**config.mk**
```make
export PLATFORM = sky130hd
export DESIGN_NAME = rect_fill_engine
export DESIGN_NICKNAME = d
export VERILOG_FILES = /design/src/rtl/rect_fill_engine.sv
export SDC_FILE = /design/constraint.sdc
export NUM_CORES = 1
export LEC_CHECK = 0
export CORE_MARGIN = 2
export CORE_UTILIZATION = 35
export CTS_CLUSTER_SIZE = 25
export DETAILED_ROUTE_END_ITERATION = 6
export PLACE_DENSITY_LB_ADDON = 0.12
export SYNTH_ARGS = -nofsm -noshare
export SYNTH_HDL_FRONTEND = slang
export SYNTH_SLANG_ARGS = --single-unit
```
**constraint.sdc**
```tcl
create_clock -name i_clk -period 3.5 [get_ports i_clk]
set_input_delay 0.525 -clock i_clk [delete_from_list [all_inputs] [get_ports i_clk]]
set_output_delay 0.525 -clock i_clk [all_outputs]
set_load 0.01 [all_outputs]
```
**src/rtl/rect_fill_engine.sv**
```systemverilog
// Rectangle fill engine: latches two corners and a fill value, then writes
// every pixel of the inclusive, clipped rectangle to a 320x200 framebuffer
// port one pixel per acknowledged cycle.
module rect_fill_engine #(
    parameter int unsigned FB_W = 320,
    parameter int unsigned FB_H = 200
) (
    input  logic        i_clk,
    input  logic        i_rst_n,
    input  logic        i_start_fill,
    input  logic        i_fill_value,
    input  logic [8:0]  i_x1,
    input  logic [7:0]  i_y1,
    input  logic [8:0]  i_x2,
    input  logic [7:0]  i_y2,
    output logic        o_fb_we,
    output logic [16:0] o_fb_addr,
    output logic        o_fb_data,
    input  logic        i_fb_ack,
    output logic        o_busy,
    output logic        o_done
);

    localparam logic [8:0]  XMax     = 9'(FB_W - 1);
    localparam logic [7:0]  YMax     = 8'(FB_H - 1);
    localparam logic [16:0] RowPitch = 17'(FB_W);

    typedef enum logic [1:0] {StIdle, StSetup, StWrite, StDone} state_t;

    state_t      r_state;
    state_t      w_state_next;

    logic [8:0]  r_x1, r_x2;
    logic [7:0]  r_y1, r_y2;
    logic        r_val;
    logic [8:0]  r_x_lo, r_x_hi, r_cur_x;
    logic [7:0]  r_y_lo, r_y_hi, r_cur_y;
    logic [16:0] r_row_base;

    logic [8:0]  w_x_lo, w_x_hi, w_x_hi_clip;
    logic [7:0]  w_y_lo, w_y_hi, w_y_hi_clip;
    logic        w_empty;
    logic [16:0] w_row_base;
    logic        w_last_pixel;

    // Normalise and clip the latched corners; the low corners are not clipped
    // so a rectangle fully off-screen is detected as empty.
    always_comb begin
        w_x_lo      = (r_x1 < r_x2) ? r_x1 : r_x2;
        w_x_hi      = (r_x1 < r_x2) ? r_x2 : r_x1;
        w_y_lo      = (r_y1 < r_y2) ? r_y1 : r_y2;
        w_y_hi      = (r_y1 < r_y2) ? r_y2 : r_y1;
        w_x_hi_clip = (w_x_hi > XMax) ? XMax : w_x_hi;
        w_y_hi_clip = (w_y_hi > YMax) ? YMax : w_y_hi;
        w_empty     = (w_x_lo > XMax) || (w_y_lo > YMax);
        // y*320 as (y<<8)+(y<<6)
        w_row_base  = {1'b0, w_y_lo, 8'b0} + {3'b0, w_y_lo, 6'b0};
        w_last_pixel = (r_cur_x >= r_x_hi) && (r_cur_y >= r_y_hi);
    end

    // State register.
    always_ff @(posedge i_clk or negedge i_rst_n) begin
        if (!i_rst_n) begin
            r_state <= StIdle;
        end else begin
            r_state <= w_state_next;
        end
    end

    // Next-state logic and state-decoded outputs.
    always_comb begin
        w_state_next = r_state;
        o_fb_we      = 1'b0;
        o_fb_addr    = 17'd0;
        o_fb_data    = 1'b0;
        o_busy       = 1'b1;
        o_done       = 1'b0;
        unique case (r_state)
            StIdle: begin
                o_busy = 1'b0;
                if (i_start_fill) begin
                    w_state_next = StSetup;
                end
            end
            StSetup: begin
                w_state_next = w_empty ? StDone : StWrite;
            end
            StWrite: begin
                o_fb_we   = 1'b1;
                o_fb_addr = r_row_base + {8'b0, r_cur_x};
                o_fb_data = r_val;
                if (i_fb_ack && w_last_pixel) begin
                    w_state_next = StDone;
                end
            end
            StDone: begin
                o_done       = 1'b1;
                w_state_next = StIdle;
            end
            default: begin
                w_state_next = StIdle;
            end
        endcase
    end

    // Latched request, normalised bounds and the pixel walk counters.
    always_ff @(posedge i_clk or negedge i_rst_n) begin
        if (!i_rst_n) begin
            r_x1       <= '0;
            r_x2       <= '0;
            r_y1       <= '0;
            r_y2       <= '0;
            r_val      <= 1'b0;
            r_x_lo     <= '0;
            r_x_hi     <= '0;
            r_y_lo     <= '0;
            r_y_hi     <= '0;
            r_cur_x    <= '0;
            r_cur_y    <= '0;
            r_row_base <= '0;
        end else begin
            unique case (r_state)
                StIdle: begin
                    if (i_start_fill) begin
                        r_x1  <= i_x1;
                        r_x2  <= i_x2;
                        r_y1  <= i_y1;
                        r_y2  <= i_y2;
                        r_val <= i_fill_value;
                    end
                end
                StSetup: begin
                    r_x_lo     <= w_x_lo;
                    r_x_hi     <= w_x_hi_clip;
                    r_y_lo     <= w_y_lo;
                    r_y_hi     <= w_y_hi_clip;
                    r_cur_x    <= w_x_lo;
                    r_cur_y    <= w_y_lo;
                    r_row_base <= w_row_base;
                end
                StWrite: begin
                    if (i_fb_ack) begin
                        if (r_cur_x < r_x_hi) begin
                            r_cur_x <= r_cur_x + 9'd1;
                        end else if (r_cur_y < r_y_hi) begin
                            r_cur_x    <= r_x_lo;
                            r_cur_y    <= r_cur_y + 8'd1;
                            r_row_base <= r_row_base + RowPitch;
                        end
                    end
                end
                default: begin
                end
            endcase
        end
    end

endmodule
```
==> qor.yml, run 1 <==
track_usage_pct: 19.4
die_h_um: 138
core-area_mm2: 0.0174
drc_errors: 0
cp_data_arrival_time_ns: 3.57
hold_violations: 0
area_growth_pct: 23.1
final_common_cell: "dfrtp_1"
crit_path_max_fanout: 8
final.setup_skew_ns: 0.00597
root_buffer: "clkbuf_16"
cts-hold-fix-buffers: 0
min_period_ns: 3.35
clkLatencyLatePin_ns: 0.35
initial_core_util_pct: 36.0
yosysUniqueCellTypes: 63
async_reset_ff_share_pct: 100
slew_headroom_pct: 28.2
diodes: 0
rsz0062_at_grt: "true"
synth_edf_count: 0
grt_max_degree: 52
setup_viol: 0
grt_pass1_vias: 5314
synth.net_count: 755
crit_path_end_kind: "flip-flop"
synth.area.top_cells: "dfrtp_1 36%, ha_1 9.8%, mux2_2 8.5%, a21oi_1 4.3%, nor2_1 4.1%"
pin_count: 60
maxCapViolCount: 0
min_period_over_period_pct: 95.8
worstPathRequired_ns: 3.72
synth_cells: 666
vias: 5412
ant_nets: 0
rrSetupSlack_ns: 0.15
cts_tree: "done"
final_cell_mix: "91 x dfrtp_1, 69 x nor2_1, 58 x clkdlybuf4s50_1, 53 x a21oi_1"
die_area_mm2: 0.0189
worstSetupPathType: "reg2reg"
fin_setup_tns_ns: 0
crit_path_start_kind: "flip-flop"
avgSynthCellArea_um2: 9.38
ys_ff_latch: 91
h-tree-depth: 3
yosysSeqAreaShare_pct: 36.5
die_w_um: 138
post-dp-hpwl_um: 13200
hp-class: "in2async"
viasPerCell: 5.52
fin_util_pct: 44.3
hold_ws_ns: 0.218
drtIter0Drc: 280
synth_top_area_cell: "dfrtp_1"
clock_sinks: 91
placed_cells: 963
grt_pass1_wl_um: 28200
rows: 48
synth-main-ff-cell: "dfrtp_1"
dr.pass1.iters: 4
drt-total-wl_um: 17600
antenna_found_initial: 0
io_buffers: 59
fin_cells: 981
post_drt_wl_per_cell_um: 18.0
synth_warnings: 0
run_status: "complete, no violations"
cts_max_path_buffers: 2
nets: 840
drive_gt1_share_pct: 16.8
syn_area_mm2: 0.00625
fmax_mhz: 298
tritoncts.num_buffers: 9
tightest_slew_ns: 1.08
final_max_slew_viol_count: 0
path_clk_slew_ns: 0.06
nFillCells: 1663
gp_congestion: 0.877
yosysTopAreaCellShare_pct: 36.5
grt-ovfl-total: 0
per-stage QoR:
step / setup WS, ns / cell area, µm²
after floorplan: 0.0435 / 6250
after CTS: 0.0269 / 7610
after global placement: 0.0321 / 7290
after global routing: -0.0301 / 7690
final: 0.146 / 7690
after detailed placement: -0.0258 / 7290
routing by layer:
metal | vias up | GRT usage (%) | share of wire [%] | routed length, µm
met2 | 137 | 29.0 | 44 | 7800
met1 | 2654 | 28.4 | 49 | 8710
met3 | 19 | 3.09 | 4.7 | 823
met5 | - | 0 | 0 | 0
li1 | 2602 | - | - | -
met4 | 0 | 6.87 | 1.8 | 312
state kept, by name, summed over array words and instances, names as in the netlist, 9 cells and up:
register    cells
r_cur_x         9
r_x2            9
r_row_base     11
r_x_lo          9
r_x1            9
r_x_hi          9
worst max-delay path, stage by stage (launching register included):
cell and delay, ns:
dfrtp_1 0.37, inv_1 0.07, ha_1 0.27, o21a_1 0.12, nor2_1 0.06, o31ai_4 0.27
buf_6 0.17, mux2_2 0.38, ha_4 0.24, a211oi_2 0.35, o21bai_4 0.12, a31o_2 0.27
a211oi_1 0.25, mux2_2 0.21, o211ai_1 0.07
area by class of cell:
type	instances	area (µm²)	share of cell area (%)
multi-input cells	503	3740	48.6
flip-flops and latches	91	2280	29.6
repair buffers	101	911	11.8
well taps	225	282	3.66
clock buffers	11	253	3.29
inverters	45	169	2.20
clock inverters	5	58.8	0.764
synthesized netlist by cell type (3+ instances only):
cell type and n:
o221ai_1 3, a31oi_1 12, a22oi_1 5, mux2i_1 16, nand3_1 19, o211ai_1 8, a2111oi_0 6, xor2_1 8
or2_2 3, a21o_1 6, ha_1 49, a211oi_1 9, nand4_1 4, xnor2_1 11, nand2_1 37, nor3b_1 6
buf_4 4, o22ai_1 6, a21oi_1 54, a22o_1 8, nor2_1 69, o21ai_0 18, o32a_1 7, buf_2 7
o21ai_1 19, nand2b_1 8, dfrtp_1 91, inv_1 45, and2_1 13, and3_1 5, nor3_1 9, mux2_2 47
clkbuf_1 15
worst paths after layout:
check                        start        endpoint  cells past startpoint
hold / removal             i_rst_n         r_y1[5]                      1
max in group asynchronous  i_rst_n  r_row_base[13]                      2
min in group i_clk           r_val           r_val                      1
hold reg to reg              r_val           r_val                      1
setup / recovery           r_y2[2]  r_row_base[15]                     14
setup reg to reg           r_y2[2]  r_row_base[15]                     14
timing repair:
action	4_1_cts	5_1_grt
cloned	0	0
pin swaps	0	5
endpoints found under the setup margin	1	8
resized for setup	3	14
buffers inserted	0	2
cells by family (layout without fill, tap and decap cells):
| group | Yosys count | in the layout | share of synthesized area, % |
|---|---|---|---|
| AOI/OAI and AO/OA | 187 | 187 | 20.8 |
| xor gates and xnor gates | 19 | 19 | 2.66 |
| adders and majority gates | 50 | 50 | 10.1 |
| buffers and inverters | 72 | 162 | 4.71 |
| DFF | 91 | 91 | 36.5 |
| muxes | 64 | 64 | 11.2 |
| and+or+nand+nor | 183 | 183 | 14.0 |
Power of run 1 is not shown: default switching activity piles up to over one toggle a cycle in this logic, so the estimate is an artifact.
==> run 2: changes to the inputs <==
CTS_CLUSTER_SIZE = 24   (was 25)
GPL_TIMING_DRIVEN = 0   (was not set)
PLACE_DENSITY_LB_ADDON = 0.15   (was 0.12)
==> run 2 against run 1 <==
  * Die area stayed put
  * Global-route usage is 0.32 points higher
  * Final area is 0.23% lower
  * Worst hold slack worse by 0.050 ns
  * Wire length is 0.23% higher
  * Final cell count is 0.51% lower
  * Non-clock buffer count is 5 lower
  * Via count is 0.31% lower
  * First-iteration DRC count is 60% higher
  * Critical path type unchanged
  * Critical endpoint unchanged
  * Largest cell class unchanged
  * Highest routed layer unchanged
==> qor.yml, run 2 (synthesis results as in run 1) <==
dp_slack_ns: -0.488
setup_slack_ns: 0.136
crit_path_start_kind: "flip-flop"
io_buffers: 59
maxCapViolCount: 0
viasPerCell: 5.53
grt_pass1_wl_um: 28700
core-area_mm2: 0.0174
path_clk_slew_ns: 0.07
initial_core_util_pct: 36.0
grt_max_degree: 51
die_w_um: 138
gp_congestion: 0.876
slew_headroom_pct: 37.8
ant_nets: 0
hp-class: "in2async"
run_status: "complete, no violations"
fin_cells: 976
cts_max_path_buffers: 2
grt-ovfl-total: 0
drc_errors: 0
min_period_over_period_pct: 96.1
tritoncts.num_buffers: 9
diodes: 0
placed_cells: 951
fmax_mhz: 297
clock_sinks: 91
grt_pass1_vias: 5289
top_register: "r_row_base"
final_max_slew_viol_count: 0
post-dp-hpwl_um: 13500
final_cell_mix: "88 x dfrtp_1, 69 x nor2_1, 58 x clkdlybuf4s50_1, 53 x a21oi_1, 43 x inv_1"
min_period_ns: 3.36
rsz0062_at_grt: "false"
track_usage_pct: 19.8
drive_gt1_share_pct: 16.1
dr.pass1.iters: 6
nets: 835
drt-total-wl_um: 17700
h-tree-depth: 3
worstPathRequired_ns: 3.76
drtIter0Drc: 448
worstSetupPathType: "reg2reg"
rows: 48
vias: 5395
fin_util_pct: 44.2
clkLatencyLatePin_ns: 0.35
cp_data_arrival_time_ns: 3.63
root_buffer: "clkbuf_16"
post_drt_wl_per_cell_um: 18.1
crit_path_max_fanout: 4
setup_viol: 0
antenna_found_initial: 0
die_area_mm2: 0.0189
cts_tree: "done"
final_common_cell: "dfrtp_1"
final.setup_skew_ns: 0.00527
die_h_um: 138
area_growth_pct: 22.9
tightest_slew_ns: 0.929
pin_count: 60
hold_violations: 0
crit_path_end_kind: "flip-flop"
largest_reg_flops: 11
==> run 2: cell count changes in the layout (fill, tap and decap cells not counted), moves of 5 or more <==
cell / previous run / this run
buf_2: 0 / 7
ha_1: 47 / 42
buf_4: 41 / 14
mux2_4: 0 / 5
mux2_2: 47 / 42
clkbuf_1: 0 / 12
==> run 2: worst max-delay path, stage by stage (launching register included) <==
cell,delay [ns]
dfrtp_1,0.42
inv_2,0.09
ha_4,0.21
a2111oi_4,0.39
o31ai_4,0.11
buf_4,0.16
mux2_4,0.35
ha_4,0.27
a211oi_4,0.30
o21bai_4,0.13
a2111oi_4,0.29
a211oi_1,0.07
mux2_4,0.30
o211ai_1,0.16
==> run 2: layout make-up <==
cell class / count / area (µm²)
inverter: 45 / 169
tap: 225 / 282
multi-input combinational: 503 / 3840
clock inverter: 7 / 58.8
timing repair buffer: 70 / 694
fill: 1684 / 9680
sequential: 91 / 2280
clock buffer: 9 / 225
buffer: 26 / 125
==> run 2: metal layers <==
metal	up-vias	wire, µm	global-route usage [%]
met2	156	7750	29.5
met4	0	265	5.33
met3	21	900	3.53
met1	2623	8770	29.2
met5	-	0	0
li1	2595	-	-
==> run 2: repair_timing <==
| item | 4_1_cts | 5_1_grt |
|---|---|---|
| gates resized for setup | 12 | 26 |
| endpoints found under the setup margin | 16 | 17 |
| hold buffers | 0 | 0 |
| buffers inserted | 5 | 5 |
| gates cloned | 0 | 0 |
| pin swaps | 1 | 7 |
==> run 2: path summary, 6_finish.rpt <==
check                      cells after the start              to  startpoint  slack (ns)
setup / recovery                              13  r_row_base[15]     r_y2[1]        0.14
hold / removal                                 1         r_y1[5]     i_rst_n        0.17
setup reg to reg                              13  r_row_base[15]     r_y2[1]        0.14
hold reg to reg                                1           r_val       r_val        0.50
max in group asynchronous                      2       r_x_lo[3]     i_rst_n        2.67
min in group i_clk                             1           r_val       r_val        0.50
==> run 2: per-stage QoR <==
stage / hold WS [ns] / TNS, ns / cell area, µm²
finish: 0.168 / 0 / 7670
global route: 0.206 / 0 / 7670
CTS: 0.198 / -0.128 / 7500
detailed placement: 0.488 / -1.43 / 7140
global placement: 0.480 / -147.12 / 7120
floorplan: 0.229 / 0 / 6250
Power of run 2 is left out for the same reason.
==> run 3: changes to the inputs <==
clock period = 2.75 ns   (was 3.5 ns; I/O delays follow)
==> run 3 against run 2 <==
  * The flow now finishes with violations (negative setup slack)
  * Sequential share of layout area is 1.4 points lower
  * Critical endpoint unchanged
  * Fmax grew 1.3%
  * Register-to-register slack worse by 0.71 ns
  * Sequential cell count stayed put
  * Wire length is 2.9% higher
  * Utilization increased by 2.2 points
==> qor.yml, run 3 (synthesis results as in run 1) <==
rr_worst_depth: 14
final_common_cell: "dfrtp_1"
largest_reg_flops: 11
final.setup_skew_ns: 0.00612
hp-class: "reg2reg"
die_w_um: 138
drc_errors: 0
crit_chain: "inv_2 -> ha_4 -> o21a_1 -> nor2_2 -> o31ai_4 -> buf_6 -> mux2_4 -> ha_4 -> a211oi_4 -> o21bai_4 -> a2111oi_4 -> a211oi_2 -> mux2_4 -> o211ai_1"
hold_path_end: "r_val"
setup_viol: 15
vias: 5486
hold_ws_ns: 0.504
core-area_mm2: 0.0174
root_buffer: "clkbuf_16"
cts_max_path_buffers: 2
path_buf_inv: 2
viasPerCell: 5.50
rrSetupSlack_ns: -0.57
slew_headroom_pct: 28.0
fin_setup_tns_ns: -4.31
final_cell_mix: "85 x dfrtp_1, 66 x nor2_1, 53 x clkdlybuf4s50_1, 52 x a21oi_1"
clkLatencyLatePin_ns: 0.36
ant_nets: 0
h-tree-depth: 3
drtIter0Drc: 414
worstHoldStart: "r_val"
max_stage_delay_ns: 0.39
initial_core_util_pct: 36.0
post-dp-hpwl_um: 13400
crit_path_max_fanout: 5
regToRegStartpoint: "r_y2[2]"
setup_slack_ns: -0.572
cts_tree: "done"
die_area_mm2: 0.0189
crit_path_start_kind: "flip-flop"
track_usage_pct: 20.1
tightest_slew_ns: 1.08
dr.pass1.iters: 5
rows: 48
grt_pass1_vias: 5243
fmax_mhz: 301
io_buffers: 59
grt_max_degree: 64
rsz0062_at_grt: "true"
run_status: "finished, violations left"
crit_slowest_cell: "dfrtp_1"
drive_gt1_share_pct: 21.5
maxCapViolCount: 0
grt-ovfl-total: 0
violations: "negative setup slack"
clock_sinks: 91
pin_count: 60
die_h_um: 138
drt-total-wl_um: 18200
worstSetupPathType: "reg2reg"
path_clk_slew_ns: 0.07
final_max_slew_viol_count: 0
holdPathStages: 1
top_register: "r_row_base"
nets: 857
hold_violations: 0
min_period_over_period_pct: 121
area_growth_pct: 29.0
r2r_end: "r_row_base[15]"
antenna_found_initial: 0
path_delay_family: "compound AO/OA/AOI/OAI gates"
post_drt_wl_per_cell_um: 18.2
min_period_ns: 3.32
gp_congestion: 0.847
worstPathRequired_ns: 3.03
grt_pass1_wl_um: 28900
crit_path_end_kind: "flip-flop"
cp_data_arrival_time_ns: 3.60
diodes: 0
tritoncts.num_buffers: 9
==> run 3: cell types whose count changed in the layout (fill, tap and decap cells not counted), sizes merged <==
cell / delta
clkdlybuf4s50: -5
buf: +21
dlygate4sd3: +1
clkinv: +1
dlymetal6s2s: +3
inv: -3
bufinv: +2
dlygate4sd2: +2
==> run 3: how the worst max path moves through the flow <==
stage | end | start | cells past startpoint
after floorplan | r_row_base[15] | r_y2[7] | 12
after global placement | r_x1[4] | i_rst_n | 1
after detailed placement | r_row_base[15] | r_y2[7] | 12
after CTS | r_row_base[15] | r_y2[7] | 13
after global routing | r_row_base[15] | r_y2[2] | 14
final | r_row_base[15] | r_y2[2] | 14
==> run 3: area by class of cell <==
class | count | area [µm²]
clock inverters | 7 | 91.3
plain buffers | 27 | 169
inverters | 45 | 171
repair buffers | 91 | 863
flip-flops and latches | 91 | 2280
fillers | 1650 | 9300
well taps | 225 | 282
clock buffers | 9 | 225
multi-input cells | 503 | 3980
==> run 3: timing repair <==
item,4_1_cts,5_1_grt
gates resized for setup,44,28
hold endpoints to repair,17,0
endpoints found under the setup margin,30,29
setup buffers,19,11
hold buffers,1,0
pin swaps,18,14
==> run 3: metal layers <==
| metal | GRT usage (%) | wire [µm] |
|---|---|---|
| met3 | 2.58 | 751 |
| met5 | 0 | 0 |
| met2 | 29.7 | 8090 |
| met1 | 29.9 | 9060 |
| met4 | 7.33 | 299 |
==> run 3: metrics by stage <==
| step | cell area (µm²) | instances | util [%] | setup WS, ns |
|---|---|---|---|---|
| finish | 8060 | 998 | 46.4 | -0.572 |
| global route | 8060 | 998 | 46.4 | -0.736 |
| CTS | 7850 | 987 | 45.2 | -0.610 |
| detailed placement | 7240 | 951 | 41.7 | -0.955 |
| global placement | 7210 | 950 | 41.6 | -2.39 |
| floorplan | 6340 | 666 | - | -0.483 |
Power of run 3 is left out for the same reason.
==> patch, RTL diff (flow settings as in run 3) <==
Make the reset (`i_rst_n`) synchronous in 2 clocked blocks.
--- a/src/rtl/rect_fill_engine.sv
+++ b/src/rtl/rect_fill_engine.sv
@@ -59,7 +59,7 @@
     end
 
     // State register.
-    always_ff @(posedge i_clk or negedge i_rst_n) begin
+    always_ff @(posedge i_clk) begin
         if (!i_rst_n) begin
             r_state <= StIdle;
         end else begin
@@ -104,7 +104,7 @@
     end
 
     // Latched request, normalised bounds and the pixel walk counters.
-    always_ff @(posedge i_clk or negedge i_rst_n) begin
+    always_ff @(posedge i_clk) begin
         if (!i_rst_n) begin
             r_x1       <= '0;
             r_x2       <= '0;
Behaviour: differs if i_rst_n is asserted again (counterexample within 4 cycles, from zero or initial values and one cycle with i_rst_n low); with i_rst_n held inactive, the same outputs for 4 cycles.
==> patch against run 3 <==
  * The flow still finishes with violations (setup timing)
  * Synthesized area shrank 7.1%
  * Final area shrank 5.2%
  * Via count grew 4.0%
  * Die area shrank 6.9%
  * Worst setup slack gained 0.047 ns
  * Global-route usage grew 0.16 points
  * Sequential cell count is the same
  * Wire length shrank 1.8%
  * Critical path type unchanged
==> patch: results (changes against run 3) <==
GRT_PASS1_VIAS=5540  # was 5243
POST-SYNTH-TOP-COUNT-CELL='nand2_1'  # was dfrtp_1
VIA_PER_INST=5.36  # was 5.50
INITIALDRTVIOLATIONCOUNT=333  # was 414
GRT_ANTENNA_BEFORE_REPAIR=0  # unchanged
OVERFLOW=0  # unchanged
POSTSYNTHNETCOUNT=822  # was 755
FINALWEIGHTEDCONGESTION=0.855  # was 0.847
POST_SYNTH_XOR_AREA_FRACTION=0.0241  # was 0.0266
RUN_STATUS='complete, but fails checks'  # unchanged
SETUP_VIOL=7  # was 15
SYNTH_ASYNC_SR_FLOP_SHARE=0  # was 1.00
SYNTH_COMPOUND_GATE_AREA_SHARE=0.252  # was 0.208
POST_ROUTE_CELLS_DRIVE_ABOVE_1_SHARE=0.176  # was 0.215
FINAL_NETS=929  # was 857
LARGEST_CELLS_BY_AREA_AFTER_SYNTHESIS='dfxtp_1 (31%), ha_1 (11%), a21oi_1 (7.2%)'  # was dfrtp_1 (36%), ha_1 (9.8%), mux2_2 (8.5%)
VDD_IR_DROP_MAX_V=0.000406
SETUP-TNS-FINAL_NS=-2.60  # was -4.31 ns
MAXIMUM_NUMBER_OF_PINS_ON_ONE_NET_BEFORE_GLOBAL_ROUTE_REPAIR=15  # was 64
SYNTH.AREA.MUX_SHARE=0.0599  # was 0.112
POSTLAYOUTSETUPSLACKWORST_NS=-0.526  # was -0.572 ns
GRT_USE_TOTAL=0.203  # was 0.201
POSTSYNTHCELLCOUNT=733  # was 666
CRITICAL_PATH.STARTPOINT='r_y2[2]'  # unchanged
PRE_CTS_WS_NS=-0.762  # was -0.955 ns
POST_DRT_WL_PER_CELL_UM=16.8  # was 18.2 um
FINAL_CELLS=1065  # was 998
SLEW-LIMIT-HEADROOM=0.503  # was 0.280
NFILLCELLS=1622  # was 1650
DPL.CELL_COUNT=1012  # was 951
DISTINCT_CELLS_SYNTH=58  # was 63
SYNTH_SEQUENTIAL_AREA_RATIO=0.314  # was 0.365
ANTENNA_LEFT=0  # unchanged
PLACEDINSTANCEAREA_UM2=6720  # was 7240 um^2
MIN-DELAY-START='r_x2[2]'  # was r_val
DPL.HPWL_MM=13.0  # was 13.4 mm
SYNTH.TOP_CELLS.BY_COUNT='nand2_1 (105), dfxtp_1 (91), a21oi_1 (83)'  # was dfrtp_1 (91), nor2_1 (69), a21oi_1 (54)
CRITICAL_PATH_PEAK_FANOUT=3  # was 5
VIOLATIONS='setup timing'  # unchanged
FINCLKSKEW_NS=0.0107  # was 0.00612 ns
POST_SYNTH_ADDER_CELL_AREA=0.109  # was 0.101
CP_DATA_ARRIVAL_TIME_NS=3.54  # was 3.60 ns
GRT_FIRST_PASS_WIRELENGTH_MM=28.3  # was 28.9 mm
-- patch: repair_timing --
action / in CTS / in global routing
resized for setup: 70 / 25
setup buffers: 29 / 9
pin swaps: 27 / 27
gates cloned: 1 / 0
endpoints found under the setup margin: 31 / 30
-- patch: layer usage --
metal  wire (um)  vias to the layer above  GRT usage
met5           0                        -          0
met2        8100                      182      0.322
met4         448                        0     0.0932
met1        8470                     2664      0.272
met3         854                       35     0.0295
li1            -                     2826          -
-- patch: worst max-delay path, cell delays in order (launching register included) --
cell and delay, ns:
dfxtp_2 0.35, inv_2 0.05, ha_4 0.25, o21a_1 0.11, nor2_2 0.05, o31ai_4 0.29, buf_12 0.15, buf_12 0.10
mux2_4 0.34, fa_2 0.42, a21o_1 0.17, a21oi_2 0.15, o21ai_1 0.09, a21oi_2 0.16, xnor2_1 0.14, o22ai_1 0.11
a211oi_2 0.24
-- patch: cell families after synthesis --
logic type / count (synthesis)
buffers and inverters: 82
DFF: 91
xor gates and xnor gates: 16
muxes: 33
adders and majority gates: 50
AOI/OAI and AO/OA: 222
and+or+nand+nor: 239
-- patch: path summary, 6_finish.rpt --
check	endpoint	slack (ns)	cells past startpoint
worst max-delay path	r_row_base[14]	-0.53	16
worst min-delay path	r_x2[2]	0.48	2
worst max register to register	r_row_base[14]	-0.53	16
worst min register to register	r_x2[2]	0.48	2
-- patch: area by class of cell --
class,instances,area (um^2),share of cell area
multi-input combinational,560,3940,0.516
sequential,91,1860,0.244
timing repair buffer,98,920,0.120
tap,220,275,0.0360
clock buffer,12,246,0.0323
buffer,39,181,0.0237
inverter,41,163,0.0213
clock inverter,4,50.0,0.00655
-- patch: where the power goes --
group / internal (mW) / switching [mW]
sequential: 1.69 / 0.343
clock: 0.730 / 0.547
combinational: 2.09 / 2.61
total: 4.52 / 3.50
